### src/rtl/fxp_mult_pipe.sv
// Signed fixed-point multiplier, three-stage valid/ready pipeline.
// Returns the exact product and a rounded, saturated rescale to the operand Q-format.
module fxp_mult_pipe #(
  parameter int WIDTH = 16,
  parameter int FRAC  = 11
) (
  input  logic                 clk,
  input  logic                 reset,
  input  logic                 in_valid,
  output logic                 in_ready,
  input  logic [WIDTH-1:0]     a_in,
  input  logic [WIDTH-1:0]     b_in,
  output logic                 out_valid,
  input  logic                 out_ready,
  output logic [2*WIDTH-1:0]   y_full,
  output logic [WIDTH-1:0]     y_q,
  output logic                 sat
);

  localparam int PW = 2 * WIDTH;
  localparam logic [PW:0] ROUND_K = (PW+1)'(1) << (FRAC - 1);
  localparam logic [WIDTH-1:0] Q_MAX = {1'b0, {(WIDTH-1){1'b1}}};
  localparam logic [WIDTH-1:0] Q_MIN = {1'b1, {(WIDTH-1){1'b0}}};

  logic v1_q, v2_q, v3_q;
  logic en1, en2, en3;
  logic [WIDTH-1:0] a1_q, b1_q;
  logic [PW-1:0] prod2_q, prod2_d;
  logic [PW-1:0] yFull_q;
  logic [WIDTH-1:0] yQ_q, yQ_d;
  logic sat_q, sat_d;

  logic [PW-1:0] a1Ext, b1Ext;
  logic [PW:0] prodRnd;
  logic signed [PW:0] rShift;
  logic [PW-WIDTH+1:0] rHigh;

  // Each stage advances when it is empty or the stage after it advances,
  // so bubbles are squeezed out even while the consumer stalls.
  assign en3 = !v3_q | out_ready;
  assign en2 = !v2_q | en3;
  assign en1 = !v1_q | en2;
  assign in_ready = en1;

  assign out_valid = v3_q;
  assign y_full    = yFull_q;
  assign y_q       = yQ_q;
  assign sat       = sat_q;

  // Sign-extending before a same-width multiply keeps the low 2*WIDTH bits exact,
  // including the most-negative squared corner.
  always_comb begin
    a1Ext   = {{WIDTH{a1_q[WIDTH-1]}}, a1_q};
    b1Ext   = {{WIDTH{b1_q[WIDTH-1]}}, b1_q};
    prod2_d = a1Ext * b1Ext;
  end

  // One guard bit above the product absorbs the rounding increment; the result
  // fits y_q only when every bit from WIDTH-1 upward equals the sign.
  always_comb begin
    prodRnd = {prod2_q[PW-1], prod2_q} + ROUND_K;
    rShift  = $signed(prodRnd) >>> FRAC;
    rHigh   = rShift[PW:WIDTH-1];
    yQ_d    = rShift[WIDTH-1:0];
    sat_d   = 1'b0;
    if (!((&rHigh) || !(|rHigh))) begin
      sat_d = 1'b1;
      yQ_d  = rShift[PW] ? Q_MIN : Q_MAX;
    end
  end

  always_ff @(posedge clk or negedge reset) begin
    if (!reset) begin
      v1_q    <= 1'b0;
      v2_q    <= 1'b0;
      v3_q    <= 1'b0;
      a1_q    <= '0;
      b1_q    <= '0;
      prod2_q <= '0;
      yFull_q <= '0;
      yQ_q    <= '0;
      sat_q   <= 1'b0;
    end else begin
      if (en1) begin
        v1_q <= in_valid & en1;
        a1_q <= a_in;
        b1_q <= b_in;
      end
      if (en2) begin
        v2_q    <= v1_q;
        prod2_q <= prod2_d;
      end
      if (en3) begin
        v3_q    <= v2_q;
        yFull_q <= prod2_q;
        yQ_q    <= yQ_d;
        sat_q   <= sat_d;
      end
    end
  end

endmodule

### config.mk
export PLATFORM = sky130hd
export DESIGN_NAME = fxp_mult_pipe
export DESIGN_NICKNAME = d
export VERILOG_FILES = /design/src/rtl/fxp_mult_pipe.sv
export SDC_FILE = /design/constraint.sdc
export NUM_CORES = 1
export LEC_CHECK = 0
export CORE_ASPECT_RATIO = 1.1
export CORE_MARGIN = 1.5
export CORE_UTILIZATION = 55
export CTS_BUF_LIST = sky130_fd_sc_hd__clkbuf_4 sky130_fd_sc_hd__clkbuf_8
export CTS_CLUSTER_SIZE = 30
export DETAILED_ROUTE_END_ITERATION = 6
export PLACE_DENSITY = 0.75
export RECOVER_POWER = 100
export SYNTH_ARGS = -nofsm -noshare
export SYNTH_HDL_FRONTEND = slang
export SYNTH_SLANG_ARGS = --single-unit
### constraint.sdc
create_clock -name clk -period 7.9 [get_ports clk]
set_input_delay 1.185 -clock clk [delete_from_list [all_inputs] [get_ports clk]]
set_output_delay 1.185 -clock clk [all_outputs]
set_load 0.02 [all_outputs]
Word level (Yosys, flattened, before mapping)
Index checks and enable logic that the tools add are counted.
- output and inout port bits: 51
- word-level logic and storage cells: 25
- bits in registers: 116
- multiplexer cells: 3
- add/subtract/negate cells: 1
- bitwise gates (word level): 4
- $mul: 1
- reductions and logical operators: 7
- operators with widths (cell ; count):
    adder 32 x 12 -> 33 bit (second input constant) ; 1
    multiplier 16 x 16 -> 32 bit ; 1
    2-to-1 mux 16 bit ; 2
    AND reduction 7 bit ; 1
    OR reduction 7 bit ; 1
    logical NOT 1 bit ; 4
    OR 1 bit ; 3
    bitwise AND 1 bit ; 1
    logical OR 1 bit ; 1
    2-to-1 mux 1 bit ; 1

Logic depth before layout (Yosys ltp)
Gate-level depths: netlist of run 1.
- depth in word-level cells: 5
- mapped depth: 23
- depth with buffers taken out: 22

Worst setup path after synthesis of run 1
No wires, ideal clock.
- path type: reg2reg
- from: register a1_q[15]
- to: register prod2_q[31]
- path slack: 1.834 ns
- path buffers: 1
- library setup time: 0.096 ns
- cell stages (with the launch flop): 20
- arrival time: 5.970 ns
- cells stage by stage: dfrtp_1 clkbuf_1 nand2_1 inv_1 fa_1 fa_1 fa_1 fa_1 fa_1 inv_1 fa_1 inv_1 ha_1 a21o_1 a21oi_1 o21ai_0 a221o_1 a211oi_2 mux2i_1 nor4_2
- longest elaborated chain between the ends: 1
- ends and longest elaborated chain (what ; RTL line ; text):
    from (decl) ; 27 ; logic [WIDTH-1:0] a1_q, b1_q;
    from (signal assigned) ; 86 ; a1_q <= a_in;
    multiplier 16 x 16 -> 32 bit ; 55 ; prod2_d = a1Ext * b1Ext;
    to (signal assigned) ; 91 ; prod2_q <= prod2_d;
    to (decl) ; 28 ; logic [PW-1:0] prod2_q, prod2_d;
Every way passes these cells.
A chain may end at the register's enable or synchronous reset.

Worst setup path after layout of run 1
- from: register b1_q[7]
- to: register prod2_q[31]
- longest elaborated chain between the ends: 1
- ends and longest elaborated chain (what ; RTL line ; text):
    from (decl) ; 27 ;
    from (signal assigned) ; 87 ; b1_q <= b_in;
    multiplier 16 x 16 -> 32 bit ; 55 ;
Every way passes these cells.

==> results of run 1 <==
## stage by stage
step	instance area, µm²	util, %	setup slack, ns	hold WS [ns]
after global routing	16200	61.8	0.735	0.487
after floorplan	14700	-	1.83	0.435
after CTS	16200	62.0	1.41	0.468
final	16200	61.8	1.28	0.458
after global placement	15800	60.4	1.54	0.448
after detailed placement	15800	60.4	1.41	0.454
## logic make-up (layout without fill, tap and decap cells)
logic type / after synthesis / in the layout
buffers and inverters: 350 / 417
adders and majority gates: 345 / 345
DFF: 116 / 116
muxes: 33 / 33
xor gates and xnor gates: 44 / 44
and+or+nand+nor: 511 / 511
AOI/OAI and AO/OA: 132 / 132
other: 0 / 1
## per-layer routing
layer / up-vias / wire (µm) / GRT usage [%]
met5: - / 0 / 0
met4: 0 / 1200 / 10.7
met3: 78 / 1170 / 2.87
met2: 252 / 17500 / 45.4
met1: 5376 / 12800 / 31.4
li1: 4789 / - / -
## path summary, 6_finish.rpt
kind,startpoint,endpoint,slack (ns),cells after the start
max in group asynchronous,reset,out_valid,1.80,2
setup / recovery,b1_q[7],prod2_q[31],1.28,21
setup reg to reg,b1_q[7],prod2_q[31],1.28,21
hold / removal,y_full[6],y_full[6],0.46,2
min in group asynchronous,reset,y_q[6],1.81,1
hold reg to reg,y_full[6],y_full[6],0.46,2
## sequential cells by signal (all words and copies together) (netlist names)
register / count
prod2_q: 32
v2_q: 1
y_q: 16
y_full: 32
sat: 1
b1_q: 16
a1_q: 16
v1_q: 1
out_valid: 1
## area by class of cell
| class | count | area share, % |
|---|---|---|
| inverters | 293 | 6.78 |
| clock buffers | 21 | 1.74 |
| repair buffers | 92 | 5.43 |
| well taps | 352 | 2.72 |
| clock inverters | 11 | 0.779 |
| diodes | 1 | 0.0154 |
| multi-input cells | 1065 | 64.6 |
| flip-flops and latches | 116 | 17.9 |
## cells in the final DEF (no fill, tap or decap), drive strengths merged, types with 14 or more instances in the layout
master,count
inv,294
dlygate4sd3,52
nand3,14
dfrtp,116
clkbuf,27
nand2,255
mux2,31
ha,83
a21oi,37
and3,19
and2,131
nor2,50
o21ai,30
fa,262
xnor2,30
xor2,14
clkdlybuf4s50,33
## tightest hold or removal path, stage by stage, from the launching register on
cell,delay [ns]
dfrtp_1,0.33
nand2_1,0.05
nand2_1,0.05
==> results by group, run 1 <==
Run status
  • Status: finished, violations left
  • Failing checks: design-rule violations, max-capacitance violations, max-slew violations

Synthesis
  • Area share of fa/ha/maj cells after synthesis: between 40% and 50%
  • Top-count cell post-synth: inv_1
  • Post-synth top area cell: fa_1
  • Post-Synth Simple-Gate Area: 16.8%
  • Mapped Area: 14700 µm²
  • Proportion of netlist area held by the largest area contributor: a little over a third
  • Syn_nets: 1912
  • Post-synthesis cell count: 1531
  • Post-synth EDFFs: 0
  • Top cells by count, synth: 293 x inv_1, 262 x fa_1, 255 x nand2_1, 131 x and2_1, 116 x dfrtp_1
  • Largest family of logic cells by synthesized area: adder cells
  • Top cells by area, synth: fa_1 36%, dfrtp_1 20%, inv_1 7.5%
  • Library cells used by synthesis: 60
  • Seq/Total Area, Yosys: slightly below 20%
  • Mux cell area share after synthesis: around 2.5%
  • Predominant post-synthesis flop cell: dfrtp_1
  • Syn_area_per_cell: 9.62 µm²
  • Yosys reg bits: 116
  • XOR/XNOR Fraction of Synth Area: 2.62%
  • Ys async rst share: 100%
  • Synth Warn #: 0
  • Complex-gate fraction of the synthesized area: 6.62%

Route
  • Average routed wire per standard cell: 16.8 µm
  • Vias per cell: 5.38
  • Initial DRC Count: 578
  • Post-route ant nets: 0
  • DRT Pass-1 Iters: 7
  • DRC: 1
  • Drt total wl: 32.7 mm
  • Routed vias: about 10000

Clocking
  • Worst skew pair latency: ~0.47 ns
  • Post-CTS Hold Buffers: 0
  • Num CTS Buffers: 17
  • CTS tree: yes
  • H-tree depth: 4
  • Clock slew at reported path FFs: 0.09 ns
  • CTS Sinks: 116
  • PostCTS Resize Cnt: 0
  • Clock root buffer: clkbuf_8
  • Post-CTS Setup Repair Bufs: 0
  • Clock Tree Buf Depth: 2

Layout
  • P&R area growth vs syn: 10.1%
  • Sequential cell area: 2900 µm²
  • NumNets Final: 1966
  • Non-filler cells, final: 1951
  • Fillers: 2183
  • Area of the multi-input gates: 10500 µm²
  • Layout cells sized above 1: 5.94%

GRT
  • GRT Total Usage: 25.4%
  • Pin count of the biggest net entering global routing: 60
  • Antenna violations before repair: 1
  • First-pass GRT wire length: 55.6 mm
  • Grt total ovfl: 0
  • Vias in the first global route: 11124

STA
  • Max-slew violations: 272
  • Worst slew pin tran: approximately 3.3 ns
  • Clock Skew: 0.0239 ns
  • Setup TNS: 0 ns
  • Final hold violation count: 0
  • Final Setup Violations: 0
  • FMAX: between 0.15 and 0.2 GHz
  • Crit share post-route: 83.7%
  • Min Tclk post-route: 6.62 ns
  • RSZ-0062 raised after global routing: false
  • Max_slew headroom: -118%

Critical path
  • Slowest-stage cell, CP: dfrtp_1
  • Worst Setup Path Type: register to register
  • Worst EP arrival: 6.99 ns
  • Critical path fanouts, max: 17
  • Crit path cell chain: nand2_1 -> fa_1 -> inv_1 -> fa_1 -> inv_1 -> fa_1 -> inv_1 -> fa_1 -> fa_1 -> inv_1 -> fa_1 -> inv_1 -> ha_1 -> a21oi_1 -> o21ai_1 -> a311oi_2 -> o21ai_0 -> a221o_1 -> a211oi_1 -> mux2i_1 -> nor4_2
  • Largest stage delay on the critical path: a little under 0.8 ns
  • Most used cell along the critical path: fa_1
  • CP Capture Type: register
  • Worst EP required: between 8 and 9 ns
  • Worst setup SP type: register
  • Top cell family by delay on the critical path: adder cells
  • CP bufs+invs: 5

Place
  • # port buffers: 86
  • Placed cell count: 1918
  • Final GP Congestion: 0.897
  • DP Wirelength: 26.3 mm

Floorplan
  • Die width: 159 µm
  • Core area: 26200 µm²
  • Die H: 175 µm
  • Initial Util: around 56%
  • # rows: slightly above 60
  • DIE AREA: around 28000 µm²
  • I/O pin count: 87

Flow run
  • Max-cap violations: 6

Worst hold path
  • Min-delay worst type: register to register
Power of run 1 is not shown: default switching activity piles up to over one toggle a cycle in this logic, so the estimate is an artifact.
==> run 2: changes to the inputs <==
==> constraint.sdc (replaced) <==
create_clock -name clk -period 6.9 [get_ports clk]
set_input_delay 1.035 -clock clk [delete_from_list [all_inputs] [get_ports clk]]
set_output_delay 1.035 -clock clk [all_outputs]
set_load 0.02 [all_outputs]
==> results by group, run 2 (same netlist as run 1, synthesis figures left out) <==
Clocking
  • CTS Sinks: 116 (unchanged)
  • H-tree depth: 4 (unchanged)
  • Clock Tree Buf Depth: 2 (unchanged)
  • Post-CTS Hold Buffers: 0 (unchanged)
  • Post-CTS Setup Repair Bufs: 0 (unchanged)
  • Clock slew at reported path FFs: 0.09 ns (about the same)
  • Num CTS Buffers: 17 (unchanged)
  • CTS tree: yes
  • Clock root buffer: clkbuf_8
  • PostCTS Resize Cnt: 0 (unchanged)
  • Worst skew pair latency: 0.47 ns (about the same)

GRT
  • Vias in the first global route: 11442 (+2.9%)
  • Antenna violations before repair: 0 (-1)
  • Pin count of the biggest net entering global routing: 60 (unchanged)
  • GRT Total Usage: 26.2% (+0.76 points)
  • Grt total ovfl: 0 (unchanged)
  • First-pass GRT wire length: 56.8 mm (+2.0%)

Critical path
  • CP bufs+invs: 3 (-2)
  • Top cell family by delay on the critical path: adder cells
  • Slowest-stage cell, CP: fa_1
  • R2r endpoint: prod2_q[31]
  • Critical path fanouts, max: 17 (unchanged)
  • R2R cell count: 18 (-14%)
  • R2R Setup Slk: 0.45 ns (-0.84 ns)
  • Worst Setup Path Type: register to register
  • RR Startpoint: a1_q[15]
  • Worst EP arrival: 6.83 ns (-0.16 ns)
  • Largest stage delay on the critical path: 0.83 ns (+0.05 ns)
  • Crit path cell chain: nand2_1 -> inv_1 -> fa_1 -> fa_1 -> fa_1 -> fa_1 -> fa_1 -> inv_1 -> fa_1 -> inv_1 -> ha_1 -> a21o_1 -> a21oi_1 -> o21ai_0 -> a221o_1 -> a211oi_2 -> mux2i_1 -> nor4_2
  • Worst EP required: 7.27 ns (-1.01 ns)
  • CP Capture Type: register
  • Most used cell along the critical path: fa_1
  • Worst setup SP type: register

Route
  • Routed vias: 10632 (+1.3%)
  • DRT Pass-1 Iters: 5 (-2)
  • Initial DRC Count: 672 (+16%)
  • DRC: 0 (-1)
  • Average routed wire per standard cell: 17.5 µm (+4.2%)
  • Drt total wl: 34.4 mm (+5.0%)
  • Vias per cell: 5.41 (+0.48%)
  • Post-route ant nets: 0 (unchanged)

Worst hold path
  • Hold path startpoint: y_full[6]
  • WHS Endpoint: y_full[6]
  • Min-delay worst type: register to register
  • Hold Path Depth: 2 (unchanged)

Flow run
  • Max-cap violations: 6 (unchanged)

Place
  • Final GP Congestion: 0.884 (-1.5%)
  • # port buffers: 86 (unchanged)
  • DP Wirelength: 27.9 mm (+6.0%)
  • Placed inst area: 16000 µm² (+0.81%)

STA
  • Final Setup Violations: 0 (unchanged)
  • RSZ-0062 raised after global routing: false
  • Max-slew violations: 272 (unchanged)
  • Worst slew pin tran: 3.20 ns (-0.0625 ns)
  • Setup TNS: 0 ns (unchanged)
  • Max_slew headroom: -114% (+4.2 points)
  • Min Tclk post-route: 6.45 ns (-0.162 ns)
  • Clock Skew: 0.0215 ns (-0.00243 ns)
  • Crit share post-route: 93.5% (+9.8 points)
  • FMAX: 0.155 GHz (+2.5%)
  • Final hold violation count: 0 (unchanged)

Floorplan
  • DIE AREA: 27800 µm² (unchanged)
  • Die width: 159 µm (unchanged)
  • Die H: 175 µm (unchanged)
  • Initial Util: 56.2% (unchanged)
  • # rows: 62 (unchanged)
  • Core area: 26200 µm² (unchanged)
  • I/O pin count: 87 (unchanged)

Layout
  • P&R area growth vs syn: 10.9%
  • Cell area after layout: 16300 µm² (+0.66%)
  • Layout cells sized above 1: 7.00% (+1.1 points)
  • Commonest non-fill, non-tap cell in the layout: inv_1
  • Commonest non-fill, non-tap cells in the layout: 293 x inv_1, 262 x fa_1, 254 x nand2_1
  • NumNets Final: 1983 (+0.86%)
  • N_diodes: 0 (-1)

Run status
  • Status: finished, violations left
  • Failing checks: max-capacitance violations, max-slew violations
==> run 2: cell count changes in the layout (fill, tap and decap cells not counted), moves of 2 or more <==
cell,before,now
buf_4,1,17
bufinv_16,2,0
clkbuf_8,20,17
clkinv_2,3,0
clkinvlp_4,3,1
inv_6,0,3
inv_8,1,8
==> run 2: worst min-delay path: stages (launching register included) <==
cell	delay (ns)
dfrtp_1	0.34
nand2_1	0.05
nand2_1	0.05
==> run 2: final cells by class <==
type,instances,area [µm²]
Multi-Input combinational cell,1065,10500
Fill cell,2228,9900
Sequential cell,116,2900
Inverter,293,1100
Timing Repair Buffer,109,1010
Tap cell,352,440
Clock buffer,17,234
Clock inverter,15,158
==> run 2: through the flow <==
step | hold slack, ns | util (%) | setup WS, ns | std cells
floorplan | 0.435 | - | 0.834 | 1531
global placement | 0.448 | 60.9 | 0.636 | 1935
detailed placement | 0.455 | 60.9 | 0.480 | 1935
CTS | 0.474 | 62.4 | 0.443 | 1967
global route | 0.491 | 62.2 | 0.115 | 1967
finish | 0.463 | 62.2 | 0.446 | 1967
==> run 2: worst max path at each step <==
| stage | start | depth (start not counted) | endpoint | slack (ns) |
|---|---|---|---|---|
| floorplan | a1_q[15] | 19 | prod2_q[31] | 0.83 |
| global placement | a1_q[15] | 18 | prod2_q[31] | 0.64 |
| detailed placement | a1_q[15] | 18 | prod2_q[31] | 0.48 |
| CTS | a1_q[15] | 18 | prod2_q[31] | 0.44 |
| global route | a1_q[15] | 18 | prod2_q[31] | 0.12 |
| finish | a1_q[15] | 18 | prod2_q[31] | 0.45 |
==> run 2: per-layer routing <==
| metal | track usage [%] | wire length [µm] |
|---|---|---|
| met1 | 31.0 | 13000 |
| met2 | 47.7 | 18300 |
| met3 | 3.13 | 1490 |
| met4 | 12.1 | 1530 |
| met5 | 0 | 0 |
Power of run 2 is left out for the same reason.
